$ cat src/rtl/uart_tx.sv
// UART transmitter: serializes one word per accepted tx_start, LSB first.
// Bit timing is derived from the 16x oversampling s_tick of the baud generator.
module uart_tx #(
    parameter int DBIT    = 8,
    parameter int SB_TICK = 16,
    parameter int PAR_EN  = 0,
    parameter int PAR_ODD = 0
) (
    input  logic       clk,
    input  logic       reset_n,
    input  logic       s_tick,
    input  logic       tx_start,
    input  logic [7:0] din,
    output logic       tx_done_tick,
    output logic       tx_busy,
    output logic       tx
);

    typedef enum logic [2:0] {
        IDLE,
        START,
        DATA,
        PARITY,
        STOP
    } state_e;

    localparam logic [4:0] S_LAST  = 5'd15;
    localparam logic [4:0] SB_LAST = 5'(SB_TICK - 1);
    localparam logic [2:0] N_LAST  = 3'(DBIT - 1);
    localparam logic       P_INIT  = (PAR_ODD != 0);

    state_e     state_q;
    logic [4:0] s_q;
    logic [2:0] n_q;
    logic [7:0] b_q;
    logic       p_q;
    logic       tx_q;
    logic       done_q;
    logic       busy_q;

    always_ff @(posedge clk) begin
        if (!reset_n) begin
            state_q <= IDLE;
            s_q     <= '0;
            n_q     <= '0;
            b_q     <= '0;
            p_q     <= 1'b0;
            tx_q    <= 1'b1;
            done_q  <= 1'b0;
            busy_q  <= 1'b0;
        end else begin
            done_q <= 1'b0;
            unique case (state_q)
                IDLE: begin
                    tx_q <= 1'b1;
                    if (tx_start) begin
                        b_q     <= din;
                        p_q     <= P_INIT;
                        s_q     <= '0;
                        tx_q    <= 1'b0;
                        busy_q  <= 1'b1;
                        state_q <= START;
                    end
                end
                START: begin
                    if (s_tick) begin
                        if (s_q == S_LAST) begin
                            s_q     <= '0;
                            n_q     <= '0;
                            tx_q    <= b_q[0];
                            state_q <= DATA;
                        end else begin
                            s_q <= s_q + 5'd1;
                        end
                    end
                end
                DATA: begin
                    if (s_tick) begin
                        if (s_q == S_LAST) begin
                            p_q <= p_q ^ b_q[0];
                            b_q <= b_q >> 1;
                            s_q <= '0;
                            if (n_q == N_LAST) begin
                                // b_q[0] is the last data bit, not yet folded into p_q
                                if (PAR_EN != 0) begin
                                    tx_q    <= p_q ^ b_q[0];
                                    state_q <= PARITY;
                                end else begin
                                    tx_q    <= 1'b1;
                                    state_q <= STOP;
                                end
                            end else begin
                                n_q  <= n_q + 3'd1;
                                tx_q <= b_q[1];
                            end
                        end else begin
                            s_q <= s_q + 5'd1;
                        end
                    end
                end
                PARITY: begin
                    if (s_tick) begin
                        if (s_q == S_LAST) begin
                            s_q     <= '0;
                            tx_q    <= 1'b1;
                            state_q <= STOP;
                        end else begin
                            s_q <= s_q + 5'd1;
                        end
                    end
                end
                STOP: begin
                    tx_q <= 1'b1;
                    if (s_tick) begin
                        if (s_q == SB_LAST) begin
                            s_q     <= '0;
                            done_q  <= 1'b1;
                            busy_q  <= 1'b0;
                            state_q <= IDLE;
                        end else begin
                            s_q <= s_q + 5'd1;
                        end
                    end
                end
                default: begin
                    tx_q    <= 1'b1;
                    busy_q  <= 1'b0;
                    state_q <= IDLE;
                end
            endcase
        end
    end

    assign tx           = tx_q;
    assign tx_done_tick = done_q;
    assign tx_busy      = busy_q;

endmodule

$ cat config.mk
export PLATFORM = sky130hd
export DESIGN_NAME = uart_tx
export DESIGN_NICKNAME = d
export VERILOG_FILES = /design/src/rtl/uart_tx.sv
export SDC_FILE = /design/constraint.sdc
export NUM_CORES = 1
export LEC_CHECK = 0
export ABC_AREA = 0
export BUFFER_PORTS_ARGS = -buffer_cell sky130_fd_sc_hd__buf_2
export CAP_MARGIN = 25
export CORE_MARGIN = 2
export CORE_UTILIZATION = 25
export CTS_CLUSTER_DIAMETER = 80
export CTS_CLUSTER_SIZE = 8
export DETAILED_ROUTE_END_ITERATION = 8
export GPL_TIMING_DRIVEN = 0
export MAX_ROUTING_LAYER = met4
export SLEW_MARGIN = 0
export SYNTH_ARGS = -nofsm -noshare
export SYNTH_HDL_FRONTEND = slang
export SYNTH_SLANG_ARGS = --single-unit
$ cat constraint.sdc
create_clock -name clk -period 2 [get_ports clk]
set_input_delay 0.3 -clock clk [delete_from_list [all_inputs] [get_ports clk]]
set_output_delay 0.3 -clock clk [all_outputs]
set_load 0.01 [all_outputs]
==> metrics.cfg, run 1 <==
[timing]
tns_ns = 0
hold_viol = 0
whs_ns = 0.342
setup_violations = 0
rsz0062_at_grt = no
tightestPinTransition_ns = 0.536
period_minus_slack_ns = 1.75
timing.final.max_slew_violations = 0
finalClockSkew_ns = 0.00602
slew_headroom_pct = 64.3
fmax_mhz = 573
period_share_pct = 87.3

[die]
rows = 24
initial_core_util_pct = 26.0
die_w_um = 71.5
core_area_um2 = 4380
die_y_um = 71.5
boundaryPins = 15
die-area_um2 = 5120

[run]
cap_viol_max_count = 0

[cells_and_area]
multiInputGateArea_um2 = 633
fillers = 459
seqCellArea_um2 = 440
drive_gt1_share_pct = 20.4
diodes = 0
nets = 158
final_common_cell = dfxtp_1
area_growth_syn_to_layout_pct = 16.6
layout_common_cells = dfxtp_1 (22), buf_2 (15), nor2_1 (12), mux2i_1 (10), nand2_1 (10)

[synth]
synthDistinctLibCells = 37
synth_nets = 140
ys.flop_type = dfxtp_1
async_flop_share_pct = 0
syn_area_um2 = 1140
synth_edf_count = 0
syn_area_per_cell_um2 = 9.12
syn_inst = 125
ys.warnings.count = 0
yosysSeqAreaShare_pct = 38.6
ys_ff_latch = 22

[clock_tree]
clockBufferDepth = 2
cts_sinks = 22
cts_tree = built
hold_buffers = 0
clk_pin_slew_ns = 0.09
htreeDepth = 1
cts_root_buf = clkbuf_8
clock_latency_ns = 0.27
cts_buffers = 3

[placement]
gp_congestion = 0.805
dpl.hpwl_um = 1660
port_buffers = 14

[worst_setup_path]
r2r_cells = 6
setup.worst_path.end_class = register
critPathMaxFanout = 10
critPathKind = reg -> reg
worstPathArrival_ns = 1.93
required_ns = 2.18
cp-start-kind = register

[drt]
drt_first_pass_iters = 4
met1_length_um = 1180
highest_layer = met4
wl_per_cell_um = 11.8
wl_met2_um = 966
drc = 0
wirelength_um = 2290
vias = 949
drtIter0Drc = 47
antenna_left = 0
route.met3.wl_um = 122
via_per_inst = 4.89

[global_route]
grt_pass1_wl_um = 4070
antenna_found_initial = 0
grt_overflow = 0
track_usage_pct = 10.1
grt_start_max_net_pins = 13
grt_pass1_vias = 893

[hold_path]
hold_depth = 3
hold_class = in -> reg

[outcome]
outcome = complete, no violations

[power_and_ir_drop]
power_density_nw_per_um2 = 690
leakage_nw = 0.483
peakVddDrop_v = 0.000468

logic make-up after synthesis:
kind of cell | after synthesis | share of synthesized area [%]
AO/OA/AOI/OAI | 28 | 16.7
XOR/XNOR | 2 | 1.54
adder cells (fa/ha/maj) | 3 | 3.29
buffers and inverters | 12 | 6.04
flip-flops | 22 | 38.6
multiplexers | 12 | 11.0
AND/OR/NAND/NOR | 46 | 22.8
final timing paths:
kind | startpoint | slack (ns) | to
setup / recovery | state_q[2]$_SDFFE_PN0P_ | 0.25 | b_q[4]$_SDFFE_PN0P_
hold reg to reg | s_q[4]$_SDFFE_PN0P_ | 0.45 | s_q[4]$_SDFFE_PN0P_
hold / removal | reset_n | 0.34 | n_q[2]$_SDFFE_PN0P_
setup reg to reg | state_q[2]$_SDFFE_PN0P_ | 0.25 | b_q[4]$_SDFFE_PN0P_
state kept, by name, indices dropped and copies added, names as in the netlist:
register and flops:
b_q 8, s_q 5, n_q 3, state_q 3, tx 1, tx_busy 1
tx_done_tick 1
final cells by class:
type / instances / share of cell area [%]
buffer: 7 / 3.77
tap: 52 / 4.90
sequential: 22 / 33.1
clock buffer: 4 / 4.14
timing repair buffer: 14 / 5.27
multi-input combinational: 91 / 47.6
inverter: 4 / 1.13
synth_stat cells, types with 2 or more instances:
| library cell | instances | area share, % |
|---|---|---|
| dfxtp_1 | 22 | 39 |
| nor2_1 | 13 | 4.3 |
| mux2i_1 | 10 | 8.8 |
| nand2_1 | 10 | 3.3 |
| a21oi_1 | 8 | 3.5 |
| a211oi_1 | 7 | 4.6 |
| nand3_1 | 6 | 2.6 |
| inv_1 | 4 | 1.3 |
| clkbuf_1 | 3 | 0.99 |
| ha_1 | 3 | 3.3 |
| nor2b_1 | 3 | 1.6 |
| nor3b_1 | 3 | 2.0 |
| a31oi_1 | 2 | 1.1 |
| buf_4 | 2 | 1.3 |
| buf_6 | 2 | 2.0 |
| nand4b_1 | 2 | 1.5 |
| o21ai_0 | 2 | 0.88 |
| o22ai_1 | 2 | 1.1 |
| or4_1 | 2 | 1.3 |
| xnor2_1 | 2 | 1.5 |
layer usage:
metal | GRT usage (%) | vias up
met5 | - | -
met4 | 1.89 | 0
met3 | 3.66 | 4
met2 | 14.0 | 20
met1 | 14.3 | 431
li1 | - | 494
worst max-delay path: stages (launching register included):
cell,delay [ns]
dfxtp_1,0.32
buf_2,0.18
nor4b_2,0.49
a31o_2,0.26
buf_6,0.16
nor2_1,0.04
a211oi_1,0.20
per-stage QoR:
stage	setup WS [ns]	util [%]	instance area (um^2)	cells	power, mW
final	0.253	30.3	1330	194	0.917
after global routing	0.108	30.3	1330	194	0.966
after CTS	0.138	30.3	1330	195	0.926
after detailed placement	0.165	29.1	1270	191	0.599
after global placement	0.169	29.1	1270	191	0.598
after floorplan	0.441	-	1140	125	0.562
where the power goes:
part	internal [mW]	switching (mW)
registers	0.458	0.0113
logic	0.0541	0.0643
clock network	0.176	0.153
timing repair:
action,in CTS,in global routing
setup endpoints to repair,0,4
buffers inserted,0,0
endpoints found under the hold margin,0,0
resized for setup,0,1
Power figures use the tool's default switching activity.
==> run 2: changes to the inputs <==
--- a/config.mk
+++ b/config.mk
@@ -10,2 +10,3 @@
 export CAP_MARGIN = 25
+export CORE_ASPECT_RATIO = 0.8
 export CORE_MARGIN = 2
@@ -17,2 +18,3 @@
 export MAX_ROUTING_LAYER = met4
+export SETUP_SLACK_MARGIN = 0.3
 export SLEW_MARGIN = 0
==> constraint.sdc (replaced) <==
create_clock -name clk -period 2 [get_ports clk]
set_input_delay 0.1 -clock clk [delete_from_list [all_inputs] [get_ports clk]]
set_output_delay 0.1 -clock clk [all_outputs]
set_load 0.01 [all_outputs]
==> run 2 against run 1 <==
Against the previous run:
- power is 11% higher
- global-route usage is 0.37 points higher
- non-clock buffer count is 1 higher
- combinational power is 8% higher
- design area is 5.6% higher
- critical path type unchanged
- die area hardly changed
- clock-buffer cell count is 1 lower
- worst setup slack better by 0.12 ns
- core utilization is 2.4 points higher
- critical endpoint is now s_q[3]$_SDFFE_PN0P_
- sequential share of layout area is 1.6 points lower
- cell count is 3.1% higher
- first-iteration DRC count is 53% higher
==> metrics.cfg, run 2 (same netlist as run 1, synthesis figures left out) <==
[outcome]
outcome = complete, no violations

[worst_setup_path]
cp-start-kind = register
path_cells = buf_2 -> inv_1 -> xnor2_1 -> or4_1 -> o22ai_1
r2r_cells = 5
cpMaxStageDelayCell = or4_1
critPathMaxFanout = 10
r2r_slack_ns = 0.38
worstPathArrival_ns = 1.82
reg2reg_to = s_q[3]$_SDFFE_PN0P_
required_ns = 2.19
critPathKind = reg -> reg
setup.worst_path.end_class = register
r2r_start = state_q[2]$_SDFFE_PN0P_
slowest_delay_ns = 0.49

[power_and_ir_drop]
sequentialPowerShare_pct = 46.3
peakVddDrop_v = 0.000319
switching_share_pct = 22.9
leakage_nw = 0.506
power_density_nw_per_um2 = 725
combPwrFrac_pct = 12.5
p_switching_mw = 0.233
power.internal_mw = 0.784
pwr-share-clk_pct = 41.1

[clock_tree]
post_cts_buffers = 0
cts_sinks = 22
clk_pin_slew_ns = 0.08
clockBufferDepth = 2
htreeDepth = 1
cts_root_buf = clkbuf_8
cts_tree = built
hold_buffers = 0
clock_latency_ns = 0.26
cts_buffers = 3

[placement]
port_buffers = 14
placed_cells = 196
place_ws_ns = 0.203
gp_congestion = 0.759
dpl.hpwl_um = 1750

[timing]
rsz0062_at_grt = no
fmax_mhz = 616
timing.final.max_slew_violations = 0
whs_ns = 0.143
slew_headroom_pct = 66.2
tns_ns = 0
finalClockSkew_ns = 0.00216
fin_ws_ns = 0.377
hold_viol = 0
period_minus_slack_ns = 1.62
setup_violations = 0
tightestPinTransition_ns = 0.507
period_share_pct = 81.2

[cells_and_area]
diodes = 0
area_growth_syn_to_layout_pct = 23.1
drive_gt1_share_pct = 24.5
final_core_util_pct = 32.7
final_cells = 200
final_common_cell = dfxtp_1
top_register = b_q
nets = 159
layout_common_cells = dfxtp_1 (20), buf_2 (15), nor2_1 (12), mux2i_1 (10), nand2_1 (10)
largest_reg_flops = 8
top_regs = b_q: 8 flops, s_q: 5 flops
fillers = 451

[hold_path]
hold_end = n_q[2]$_SDFFE_PN0P_
hold_class = in -> reg
hold_depth = 3
min_from = reset_n

[global_route]
grt_start_max_net_pins = 14
track_usage_pct = 10.5
grt_overflow = 0
grt_pass1_vias = 884
grt_pass1_wl_um = 4120
antenna_found_initial = 0

[drt]
wl_per_cell_um = 12.2
wirelength_um = 2450
antenna_left = 0
drtIter0Drc = 72
drc = 0
drt_first_pass_iters = 4
vias = 934
via_per_inst = 4.67

[die]
core_area_um2 = 4280
initial_core_util_pct = 26.6
die_y_um = 64.4
die_w_um = 79.5
boundaryPins = 15
rows = 21
die-area_um2 = 5120

[run]
cap_viol_max_count = 0

[run 2: cell types whose count changed in the layout (fill, tap and decap cells not counted), sizes merged]
cell	change
bufinv	+1
[run 2: area by class of cell]
| type | instances | area [um^2] | area share [%] |
|---|---|---|---|
| Sequential cell | 22 | 443 | 31.6 |
| Buffer | 8 | 55.1 | 3.93 |
| Timing Repair Buffer | 14 | 70.1 | 5.00 |
| Multi-Input combinational cell | 91 | 677 | 48.3 |
| Inverter | 4 | 15.0 | 1.07 |
| Clock inverter | 1 | 30.0 | 2.14 |
| Clock buffer | 3 | 41.3 | 2.94 |
| Tap cell | 57 | 71.3 | 5.08 |
[run 2: metrics by stage]
| stage | power, mW | area [um^2] |
|---|---|---|
| floorplan | 0.562 | 1140 |
| global placement | 0.600 | 1280 |
| detailed placement | 0.600 | 1280 |
| CTS | 1.02 | 1360 |
| global route | 1.06 | 1400 |
| finish | 1.02 | 1400 |
[run 2: critical path, delay by kind of cell (launching register included)]
kind	cells	cell delay (ns)
and+or+nand+nor	1	0.49
buffers and inverters	2	0.39
AOI/OAI and AO/OA	1	0.13
xor gates and xnor gates	1	0.20
DFF	1	0.34
[run 2: power groups by stage]
stage	Combinational, mW	Sequential [mW]	Clock, mW
6_report	0.127	0.471	0.418
5_1_grt	0.140	0.474	0.450
4_1_cts	0.121	0.470	0.430
3_5_place_dp	0.120	0.481	0
3_3_place_gp	0.119	0.480	0
2_1_floorplan	0.0827	0.480	0
[run 2: worst max-delay path by stage]
stage                                        from                   to  cells past startpoint
after floorplan               s_q[0]$_SDFFE_PN0P_  b_q[2]$_SDFFE_PN0P_                      7
after global placement        s_q[0]$_SDFFE_PN0P_  n_q[1]$_SDFFE_PN0P_                      6
after detailed placement      s_q[0]$_SDFFE_PN0P_  n_q[1]$_SDFFE_PN0P_                      6
after CTS                     s_q[0]$_SDFFE_PN0P_  b_q[3]$_SDFFE_PN0P_                      7
after global routing      state_q[2]$_SDFFE_PN0P_  s_q[3]$_SDFFE_PN0P_                      5
final                     state_q[2]$_SDFFE_PN0P_  s_q[3]$_SDFFE_PN0P_                      5
[run 2: what timing repair did]
action,CTS,global route
hold endpoints to repair,0,0
resized for setup,2,9
endpoints found under the setup margin,6,14
[run 2: metal layers]
layer	vias up	part of all wire [%]	track usage [%]
met2	16	41	13.8
met1	423	54	15.5
met4	0	1.6	3.88
li1	491	-	-
met5	-	0	-
met3	4	3.2	2.26
==> run 3: changes to the inputs <==
- clock period: 2 -> 1.4 ns (I/O delays scaled with it)
==> run 3 against run 2 <==
Against the previous run:
- the run now ends with setup timing left
- register-to-register slack worse by 0.53 ns
- die area unchanged
- worst hold slack worse by 0.022 ns
- maximum frequency up 4.5%
- largest cell class unchanged
- highest routed layer unchanged
==> metrics.cfg, run 3 (same netlist as run 1, synthesis figures left out) <==
[placement]
gp_congestion = 0.842
dpl.hpwl_um = 1890
port_buffers = 14

[power_and_ir_drop]
peakVddDrop_v = 0.000362
power.internal_mw = 1.05
p_switching_mw = 0.364
sequentialPowerShare_pct = 47.5
combPwrFrac_pct = 19.8
power_mw = 1.42
switching_share_pct = 25.7
leakage_nw = 0.647
pwr-share-clk_pct = 32.7
power_density_nw_per_um2 = 816

[worst_setup_path]
worstPathArrival_ns = 1.75
cp.depth = 5
r2r_slack_ns = -0.15
setup.worst_path.end_class = register
cp-start-kind = register
slowest_delay_ns = 0.51
r2r_cells = 5
r2r_start = s_q[0]$_SDFFE_PN0P_
reg2reg_to = s_q[0]$_SDFFE_PN0P_
critPathMaxFanout = 6
cpMaxStageDelayCell = or4_4
critPathKind = reg -> reg
crit_buf_inv = 1
path_cells = ha_4 -> and4b_1 -> buf_8 -> or4_4 -> a21oi_2
critPathTopFamily = simple AND/OR/NAND/NOR gates
required_ns = 1.59

[drt]
drt_first_pass_iters = 4
drc = 0
antenna_left = 0
vias = 1068
wl_per_cell_um = 13.6
via_per_inst = 4.88
wirelength_um = 2980
drtIter0Drc = 26

[global_route]
grt_start_max_net_pins = 13
use_met3_pct = 2.97
antenna_found_initial = 0
grt_overflow = 0
grt_use_met1_pct = 16.0
grt_pass1_wl_um = 4890
grtUsageMet2_pct = 19.7
grt_busiest_layer = met2
track_usage_pct = 12.4
grt_pass1_vias = 1021

[hold_path]
hold_depth = 3
min_from = reset_n
hold_end = n_q[2]$_SDFFE_PN0P_
hold_class = in -> reg

[clock_tree]
cts_root_buf = clkbuf_8
hold_buffers = 0
cts_sinks = 22
clock_latency_ns = 0.26
htreeDepth = 1
clk_pin_slew_ns = 0.08
cts_buffers = 3
clockBufferDepth = 2
cts_tree = built

[cells_and_area]
area_growth_syn_to_layout_pct = 52.5
final_common_cell = dfxtp_1
layout_common_cells = dfxtp_1 (18), buf_2 (15), buf_4 (14), mux2i_1 (10), nand2_1 (9)
diodes = 0
largest_reg_flops = 8
top_register = b_q
drive_gt1_share_pct = 50.0
nets = 178
top_regs = b_q: 8 flops, s_q: 5 flops

[die]
rows = 21
core_area_um2 = 4280
boundaryPins = 15
initial_core_util_pct = 26.6
die_y_um = 64.4
die-area_um2 = 5120
die_w_um = 79.5

[timing]
tns_ns = -1.15
rsz0062_at_grt = yes
fin_ws_ns = -0.153
timing.final.max_slew_violations = 0
period_minus_slack_ns = 1.55
setup_violations = 16
tightestPinTransition_ns = 0.558
finalClockSkew_ns = 0.00283
hold_viol = 0
slew_headroom_pct = 62.8
period_share_pct = 111
fmax_mhz = 644

[outcome]
outcome = finished with violations
violations = setup timing

[run]
cap_viol_max_count = 0

-- run 3: changes by cell type in the layout (fill, tap and decap cells not counted), moves of 3 or more --
cell | before | now
a211oi_2 | 0 | 3
buf_6 | 2 | 6
nor2_1 | 12 | 6
a21oi_2 | 1 | 4
buf_4 | 2 | 14
a211oi_1 | 7 | 4
a21oi_1 | 7 | 4
nor2_2 | 0 | 5
-- run 3: metrics by stage --
step | setup WS (ns) | hold WS [ns] | instances | cell area (um^2) | utilization [%]
6_report | -0.153 | 0.121 | 219 | 1740 | 40.6
5_1_grt | -0.182 | 0.118 | 219 | 1740 | 40.6
4_1_cts | -0.154 | 0.117 | 209 | 1580 | 36.8
3_5_place_dp | -0.245 | 0.402 | 196 | 1400 | 32.6
3_3_place_gp | -0.257 | 0.393 | 196 | 1400 | 32.6
2_1_floorplan | -0.0804 | 0.236 | 125 | 1250 | -
-- run 3: power groups by stage --
| stage | registers, mW | logic, mW | clock network [mW] |
|---|---|---|---|
| 2_1_floorplan | 0.686 | 0.141 | 0 |
| 3_3_place_gp | 0.686 | 0.190 | 0 |
| 3_5_place_dp | 0.688 | 0.196 | 0 |
| 4_1_cts | 0.674 | 0.231 | 0.479 |
| 5_1_grt | 0.679 | 0.303 | 0.522 |
| 6_report | 0.674 | 0.281 | 0.463 |
-- run 3: tightest hold or removal path, stage by stage --
cell,delay [ns]
buf_2,0.13
nand3_1,0.08
mux2i_1,0.06
-- run 3: area by class of cell --
cell class | count | area, um^2
sequential | 22 | 448
fill | 426 | 2540
timing repair buffer | 33 | 248
buffer | 8 | 82.6
multi-input combinational | 91 | 818
clock buffer | 4 | 55.1
tap | 57 | 71.3
inverter | 4 | 15.0
-- run 3: worst max-delay path by stage --
stage / start / endpoint / slack [ns]
detailed placement: state_q[0]$_SDFFE_PN0P_ / b_q[3]$_SDFFE_PN0P_ / -0.25
global route: s_q[0]$_SDFFE_PN0P_ / s_q[0]$_SDFFE_PN0P_ / -0.18
CTS: s_q[0]$_SDFFE_PN0P_ / s_q[0]$_SDFFE_PN0P_ / -0.15
floorplan: s_q[1]$_SDFFE_PN0P_ / s_q[0]$_SDFFE_PN0P_ / -0.08
finish: s_q[0]$_SDFFE_PN0P_ / s_q[0]$_SDFFE_PN0P_ / -0.15
global placement: state_q[0]$_SDFFE_PN0P_ / b_q[4]$_SDFFE_PN0P_ / -0.26
-- run 3: timing repair --
item,in CTS,in global routing
resized for setup,14,14
pin swaps,12,12
buffers inserted,8,9
setup endpoints to repair,22,22
gates cloned,1,1
-- run 3: per-layer routing --
metal  wire (um)  up-vias
met5           0        -
met4          22        0
met3          71        2
met2        1490       10
met1        1400      522
li1            -      534
